$ cat config.mk
export PLATFORM = sky130hd
export DESIGN_NAME = branch_resolution_unit
export DESIGN_NICKNAME = d
export VERILOG_FILES = /design/src/rtl/bru_pkg.sv /design/src/rtl/pred_fifo.sv /design/src/rtl/branch_resolution_unit.sv
export SDC_FILE = /design/constraint.sdc
export NUM_CORES = 1
export LEC_CHECK = 0
export CAP_MARGIN = 20
export CORE_UTILIZATION = 55
export CTS_CLUSTER_DIAMETER = 40
export DETAILED_ROUTE_END_ITERATION = 8
export PLACE_DENSITY = 0.84
export SLEW_MARGIN = 20
export SYNTH_ARGS = -nofsm -noshare
export SYNTH_HDL_FRONTEND = slang
export SYNTH_SLANG_ARGS = --single-unit
export TNS_END_PERCENT = 10
$ cat constraint.sdc
create_clock -name clk -period 14.7 [get_ports clk]
set_input_delay 3.675 -clock clk [delete_from_list [all_inputs] [get_ports clk]]
set_output_delay 3.675 -clock clk [all_outputs]
set_load 0.005 [all_outputs]
$ cat src/rtl/bru_pkg.sv
// Shared types and helpers for the branch resolution unit.
// Entries are sized for the widest supported index and PC.
package bru_pkg;

   localparam int IDX_MAX = 16;
   localparam int PC_MAX = 64;
   localparam logic [31:0] CNT_MAX = 32'hFFFF_FFFF;

   typedef struct packed {
      logic [IDX_MAX-1:0] index;
      logic               taken;
      logic [PC_MAX-1:0]  target;
   } pred_entry_t;

   // Targets only matter when both sides agree the branch is taken.
   function automatic logic is_mispredict(
      input pred_entry_t       entry,
      input logic              taken,
      input logic [PC_MAX-1:0] target
   );
      return (entry.taken != taken) ||
             (taken && (entry.target != target));
   endfunction

endpackage

$ cat src/rtl/pred_fifo.sv
// Circular in-order queue of outstanding branch predictions.
// Pointers carry an extra wrap bit to tell full from empty.
module pred_fifo
   import bru_pkg::*;
#(
   parameter int DEPTH = 4
) (
   input  logic        clk,
   input  logic        arst,
   input  logic        push,
   input  logic        pop,
   input  logic        clear,
   input  pred_entry_t din,
   output pred_entry_t dout,
   output logic        full,
   output logic        empty
);

   localparam int AW = $clog2(DEPTH);

   logic [AW:0] wr_ptr;
   logic [AW:0] rd_ptr;
   logic        do_push;
   logic        do_pop;
   pred_entry_t mem [DEPTH];

   assign empty = (wr_ptr == rd_ptr);
   assign full = (wr_ptr[AW] != rd_ptr[AW]) &&
                 (wr_ptr[AW-1:0] == rd_ptr[AW-1:0]);
   assign dout = mem[rd_ptr[AW-1:0]];

   assign do_push = push && !full && !clear;
   assign do_pop = pop && !empty && !clear;

   always_ff @(posedge clk or posedge arst) begin
      if (arst) begin
         wr_ptr <= '0;
         rd_ptr <= '0;
      end else if (clear) begin
         wr_ptr <= '0;
         rd_ptr <= '0;
      end else begin
         if (do_push) wr_ptr <= wr_ptr + 1'b1;
         if (do_pop) rd_ptr <= rd_ptr + 1'b1;
      end
   end

   always_ff @(posedge clk) begin
      if (do_push) mem[wr_ptr[AW-1:0]] <= din;
   end

endmodule

$ cat src/rtl/branch_resolution_unit.sv
// Checks resolved branches against queued predictions, drives
// predictor updates and raises a one-cycle flush on mispredict.
module branch_resolution_unit
   import bru_pkg::*;
#(
   parameter int LOWER = 5,
   parameter int DEPTH = 4,
   parameter int PC_W = 64
) (
   input  logic             clk,
   input  logic             arst,
   input  logic             pred_valid,
   input  logic [LOWER-1:0] pred_index,
   input  logic             pred_taken,
   input  logic [PC_W-1:0]  pred_target,
   output logic             pred_ready,
   input  logic             res_valid,
   input  logic             res_taken,
   input  logic [PC_W-1:0]  res_target,
   input  logic [PC_W-1:0]  res_fallthrough,
   output logic             upd_en,
   output logic [LOWER-1:0] upd_index,
   output logic             upd_taken,
   output logic [PC_W-1:0]  upd_target,
   output logic             flush,
   output logic [PC_W-1:0]  redirect_pc,
   output logic [31:0]      mispredict_count,
   output logic             underflow_err
);

   pred_entry_t       din;
   pred_entry_t       head;
   logic              full;
   logic              empty;
   logic              push;
   logic              pop;
   logic              mis;
   logic [PC_MAX-1:0] res_target_x;
   logic              unused_head;

   assign din.index = IDX_MAX'(pred_index);
   assign din.taken = pred_taken;
   assign din.target = PC_MAX'(pred_target);
   assign res_target_x = PC_MAX'(res_target);
   assign unused_head = ^head.index;

   assign pred_ready = !full;
   // Both inputs are wrong-path while the flush pulse is high.
   assign push = pred_valid && !full && !flush;
   assign pop = res_valid && !empty && !flush;
   assign mis = pop && is_mispredict(head, res_taken, res_target_x);

   pred_fifo #(
      .DEPTH(DEPTH)
   ) u_fifo (
      .clk  (clk),
      .arst (arst),
      .push (push),
      .pop  (pop),
      .clear(mis),
      .din  (din),
      .dout (head),
      .full (full),
      .empty(empty)
   );

   always_ff @(posedge clk or posedge arst) begin
      if (arst) begin
         upd_en <= 1'b0;
         upd_index <= '0;
         upd_taken <= 1'b0;
         upd_target <= '0;
         flush <= 1'b0;
         redirect_pc <= '0;
         mispredict_count <= '0;
         underflow_err <= 1'b0;
      end else begin
         upd_en <= pop;
         flush <= mis;
         if (pop) begin
            upd_index <= head.index[LOWER-1:0];
            upd_taken <= res_taken;
            upd_target <= res_target;
         end
         if (mis) begin
            redirect_pc <= res_taken ? res_target : res_fallthrough;
            if (mispredict_count != CNT_MAX)
               mispredict_count <= mispredict_count + 32'd1;
         end
         if (res_valid && empty && !flush) underflow_err <= 1'b1;
      end
   end

endmodule

Word level (Yosys, flattened, before mapping)
Memory sizes are Yosys's and may differ from the RTL's.
Index checks and enable logic that the tools add are counted.
Storage, ports and cells
  bits in registers: 175
  bits in writable memories: 280
  input bits: 203
  output and inout bits: 170
  logic and storage cells: 48
  memories: 1
Memory list
  u_fifo.mem: depth 4, width 70, rd ports 1, clocked after Yosys merged registers in 0, write ports 1, RTL line pred_fifo.sv:25  | pred_entry_t mem [DEPTH];
Cells by class
  add/subtract/negate cells: 3
  equality and inequality tests: 6
  mux-type cells: 7
  reductions and logical operators: 21
Operator list (count)
  two-way mux 64 bit: 1
  != test 64 bit: 1
  adder 32 x 1 -> 32 bit (second input constant): 1
  != test 32 bit (second input constant): 1
  logical AND 1 bit: 13
  two-way mux 3 bit: 4
  adder 3 x 1 -> 3 bit (second input constant): 2
  logical NOT 1 bit: 4
  nonzero test 2 bit: 2
  equality test 3 bit: 1
  equality test 2 bit: 1
  two-way mux 1 bit: 2
  != test 1 bit: 2
  AND reduction 2 bit: 1
  logical OR 1 bit: 1

Depth between registers and ports, before layout
  depth after elaboration: 9
  depth in mapped cells: 14
  depth with buffers taken out: 8

Cells and area by module
From an unflattened synthesis, not the netlist that was laid out.
Second synthesis, totals
  cells, all modules: 1204
  area, all modules: 20292.0 µm²
By module, submodules not included
  pred_fifo: times used 1, cells an instance 488, area each 12219.2 µm², seq. area each 9879.5 µm²
  branch_resolution_unit: times used 1, cells an instance 716, area each 8072.7 µm², seq. area each 4229.1 µm²

Worst setup path before layout
OpenSTA, ideal clock, no wires.
  path type: input-to-reg
  from: input res_target[9]
  to: memory u_fifo.mem[3][0] (netlist bit), enable pin
  library setup time: 498 ps
  arrival: 8536 ps
  data required time: 14202 ps
  slack: 5665 ps
  stages on the path: 9
  path buffers: 2
  path through: a222oi_1 a31o_2 nand4_1 or4_1 nor4_4 nor2_1 buf_2 buf_1 nor2_1
Between the ends
  word-level cells in the longest chain between the ends: 8
RTL lines
  start: declaration: RTL line branch_resolution_unit.sv:19  | input logic [PC_W-1:0] res_target,
  != test 64 bit: RTL line bru_pkg.sv:22  | (taken && (entry.target != target));
  logical AND 1 bit: RTL line bru_pkg.sv:22
  logical OR 1 bit: RTL line bru_pkg.sv:21  | return (entry.taken != taken) ||
  logical AND 1 bit: RTL line branch_resolution_unit.sv:51  | assign mis = pop && is_mispredict(head, res_taken, res_target_x);
  via mis: RTL line branch_resolution_unit.sv:37  | logic mis;
  logical NOT 1 bit: RTL line pred_fifo.sv:32  | assign do_push = push && !full && !clear;
  logical AND 1 bit: RTL line pred_fifo.sv:32
  two-way mux 1 bit: RTL line pred_fifo.sv:49  | if (do_push) mem[wr_ptr[AW-1:0]] <= din;
  two-way mux 1 bit (not written as such): RTL line pred_fifo.sv:49
  end: declaration: RTL line pred_fifo.sv:25
The timed path passes the listed nets, and every way through them passes these cells.

Worst setup path in the final report
  from: input res_target[9]
  to: memory u_fifo.mem[3][13] (netlist bit), enable pin
Between the ends
  word-level cells in the longest chain between the ends: 8
RTL lines (RTL line)
  != test 64 bit: bru_pkg.sv:22
  logical AND 1 bit: bru_pkg.sv:22
  logical OR 1 bit: bru_pkg.sv:21
  logical AND 1 bit: branch_resolution_unit.sv:51
  logical NOT 1 bit: pred_fifo.sv:32
  logical AND 1 bit: pred_fifo.sv:32
  two-way mux 1 bit: pred_fifo.sv:49
  two-way mux 1 bit (not written as such): pred_fifo.sv:49
No other way between the ends.

==> impl_metrics.py <==
metrics = {
    "global_route": {
        "most_used_routing_layer": "met2",
        "track_usage": 0.287,
        "met2_usage": 0.482,
        "globalRouteMet1Util": 0.356,
        "global_route.overflow_total": 0,
        "wire_length_of_the_first_global_routing_pass_um": 75700,
        "antenna_found_initial": 10,
        "met3_usage": 0.0639,
        "first_global_vias": 12300,
        "grt_max_degree": 100,
    },
    "clock_network": {
        "cts.repair.resized": 0,
        "cts_max_level": 2,
        "clkSlewWorstSetupHoldPaths_ns": 0.06,
        "number_of_buffers_created_by_cts": 55,
        "cts.sink_count": 455,
        "clock_insertion_delay_worst_skew_ns": 0.58,
        "tritoncts": "done",
        "cts.root.buffer_cell": "sky130_fd_sc_hd__clkbuf_16",
        "cts_post_setup_buffers_inserted": 0,
        "hold_bufs_inserted_after_cts": 0,
        "max-clock-path-buffers": 3,
    },
    "floorplanning": {
        "std_cell_rows": 68,
        "die-area_um2": 35700,
        "die_width_um": 189,
        "die-height_um": 189,
        "core-area_um2": 34500,
        "io_pins": 373,
        "initial_core_util": 0.558,
    },
    "synthesis": {
        "synth.net_count": 1319,
        "synth-seq-area-share": 0.664,
        "synth-edff-count": 280,
        "netlist_top_cells_area": "sky130_fd_sc_hd__edfxtp_1 44%, sky130_fd_sc_hd__dfrtp_1 23%, sky130_fd_sc_hd__mux2_2 9.0%",
        "post_synth_num_cell_types": 49,
        "ys.warnings.count": 0,
        "synth_top_area_cell": "sky130_fd_sc_hd__edfxtp_1",
        "post-synth-top-area-fraction": 0.437,
        "synth-main-ff-cell": "sky130_fd_sc_hd__edfxtp_1",
        "syn_area_um2": 19200,
        "synth_cells": 1110,
        "synth_commonest_cells": "280 x sky130_fd_sc_hd__edfxtp_1, 175 x sky130_fd_sc_hd__dfrtp_1, 153 x sky130_fd_sc_hd__mux2_2",
        "synth-seq-cells": 455,
        "synth-async-reset-ratio": 0.385,
        "syn_avg_cell_area_um2": 17.3,
        "post-synth-top-count-cell": "sky130_fd_sc_hd__edfxtp_1",
    },
    "timing": {
        "timing_max_transition_violations_final": 0,
        "final.min_clock_period_ns": 8.10,
        "fin_worst_skew_ns": 0.0317,
        "max_freq_ghz": 0.123,
        "worstMarginPinSlew_ns": 1.10,
        "setup_violations": 0,
        "totalNegativeSetupSlack_ns": 0,
        "max_slew_margin": 0.267,
        "final_min_period_over_clock_period": 0.551,
        "timing.final.hold_violations": 0,
        "unrepaired_setup_endpoints_after_global_routing": "false",
    },
    "final_layout": {
        "area_delta_synth_final_pct": 31.8,
        "final_layout_size_suffix_gt1_frac": 0.252,
        "nNetsFinal": 1710,
        "n_fill_cell": 2058,
    },
    "power_and_ir_drop": {
        "comb_power_share": 0.339,
        "ir_worst_vdd_v": 0.000144,
        "cellInternalPower_w": 0.00357,
        "netSwitchingPower_w": 0.00150,
        "power.clock.fraction": 0.275,
        "cellPowerDensity_nw_per_um2": 200,
        "total_power_w": 0.00507,
        "netSwitchingFraction": 0.296,
        "seqPwrFrac": 0.386,
        "leakagePower_nw": 9.48,
    },
    "worst_setup_path": {
        "critPathMaxFanout": 40,
        "critPathTopFamily": "buffers and inverters",
        "timing.critical_path.slowest_cell_delay_ns": 0.81,
        "kind_of_end_point_of_the_critical_path": "flip-flop",
        "worst-path-buf-inv": 4,
        "worst_ep_required_time_ns": 14.88,
        "critPathMostFrequentCell": "sky130_fd_sc_hd__buf_4",
        "slowest_stage": "sky130_fd_sc_hd__nor2_4",
        "cp.arrival_ns": 8.29,
        "crit_path_kind": "in -> reg",
        "critical_path.cell_chain": "clkdlybuf4s50_1 > a222oi_1 > a31o_2 > nand4_1 > or4_1 > nor4_4 > buf_4 > nor2_4 > buf_4 > nor2_4 > buf_4",
        "cp-start-kind": "primary input",
    },
    "drt": {
        "remaining_drc_errors": 0,
        "dr.pass1.iters": 5,
        "dr_vias": 11800,
        "antenna_left": 0,
        "viasPerCell": 5.85,
        "finalWirelength_um": 51100,
        "wl_per_cell_um": 25.4,
        "detail_route.iter0.violations": 887,
    },
    "place": {
        "dpl.hpwl_um": 33800,
        "portBuffers": 372,
        "finalWeightedCongestion": 0.919,
    },
    "status": {
        "run_status": "finished, final reports clean",
    },
    "flow_run": {
        "cap_viol_max_count": 0,
    },
    "min_path": {
        "holdCritPathClass": "reg -> reg",
    },
}
==> worst register-to-register path, cell delays in order, from the launching register on <==
cell and delay [ns]:
sky130_fd_sc_hd__dfrtp_4 0.86, sky130_fd_sc_hd__buf_4 0.82, sky130_fd_sc_hd__mux4_2 0.62, sky130_fd_sc_hd__xor2_1 0.16
sky130_fd_sc_hd__nor4_1 0.38, sky130_fd_sc_hd__and4_1 0.29, sky130_fd_sc_hd__nand4_1 0.18, sky130_fd_sc_hd__nor4_4 0.31
sky130_fd_sc_hd__buf_4 0.40, sky130_fd_sc_hd__nor2_4 0.13, sky130_fd_sc_hd__buf_4 0.32, sky130_fd_sc_hd__nor2_4 0.82
sky130_fd_sc_hd__buf_4 0.70
==> power groups by stage <==
stage	logic, W	registers (W)	clock network, W
floorplan	0.00101	0.00191	0
global placement	0.00169	0.00195	0
detailed placement	0.00171	0.00197	0
CTS	0.00173	0.00196	0.00140
global route	0.00182	0.00199	0.00146
finish	0.00172	0.00196	0.00139
==> state kept, by name (all words and copies together) (netlist names) <==
name / cells
u_fifo.mem: 280
redirect_pc: 64
upd_target: 64
mispredict_count: 32
upd_index: 5
u_fifo.rd_ptr: 3
u_fifo.wr_ptr: 3
flush: 1
underflow_err: 1
upd_en: 1
upd_taken: 1
==> cells in the final DEF (no fill, tap or decap), drive strengths merged, types with 8 or more instances in the layout <==
cell           count
and3               8
edfxtp           280
clkbuf            71
mux2             203
nor2              31
nand4             23
clkinv            14
buf               15
mux2i             30
nor4              18
xnor2             23
nand3             13
inv               35
dfrtp            175
mux4              62
diode              8
nand2             23
nor3              25
xor2              59
clkdlybuf4s50    371
==> kinds of logic (layout without fill, tap and decap cells) <==
kind of cell | Yosys count | count (layout) | synth area share
DFF | 455 | 455 | 0.664
muxes | 295 | 295 | 0.217
and+or+nand+nor | 157 | 157 | 0.0434
xor gates and xnor gates | 82 | 82 | 0.0373
buffers and inverters | 77 | 514 | 0.0199
AOI/OAI and AO/OA | 38 | 38 | 0.0143
adders and majority gates | 6 | 6 | 0.00390
other | 0 | 8 | 0
==> cell type report <==
type,count,area (um^2),area share
Sequential cell,455,12800,0.504
Inverter,25,101,0.00400
Multi-Input combinational cell,578,6120,0.241
Tap cell,455,569,0.0224
Antenna cell,8,20.0,0.000789
Clock inverter,32,352,0.0139
Timing Repair Buffer,386,3830,0.151
Clock buffer,71,1570,0.0619
==> metal layers <==
layer	share of wire	vias to the layer above
li1	-	5082
met1	0.37	5959
met2	0.50	610
met3	0.084	101
met4	0.044	4
met5	0.00055	-
==> path summary, 6_finish.rpt <==
| path | cells past startpoint | end | slack [ns] | start |
|---|---|---|---|---|
| worst max-delay path | 11 | u_fifo.mem[3][13] | 6.60 | res_target[9] |
| worst min-delay path | 1 | mispredict_count[5] | 0.50 | mispredict_count[5] |
| worst max register to register | 12 | u_fifo.mem[3][13] | 8.30 | u_fifo.rd_ptr[0] |
| worst min register to register | 1 | mispredict_count[5] | 0.50 | mispredict_count[5] |
| max in group asynchronous | 3 | u_fifo.rd_ptr[0] | 9.67 | arst |
| min in group asynchronous | 2 | mispredict_count[4] | 3.61 | arst |
==> per-stage QoR <==
step | hold WS, ns | cell area, um^2 | instances | util | worst slack [ns]
4_1_cts | 0.500 | 25300 | 2002 | 0.735 | 6.64
5_1_grt | 0.519 | 25400 | 2007 | 0.736 | 6.40
2_1_floorplan | 0.466 | 19200 | 1110 | - | 5.67
3_3_place_gp | 0.483 | 23400 | 1899 | 0.680 | 6.16
3_5_place_dp | 0.492 | 23400 | 1899 | 0.680 | 6.12
6_report | 0.498 | 25400 | 2010 | 0.736 | 6.60
(Power assumes the default switching activity.)
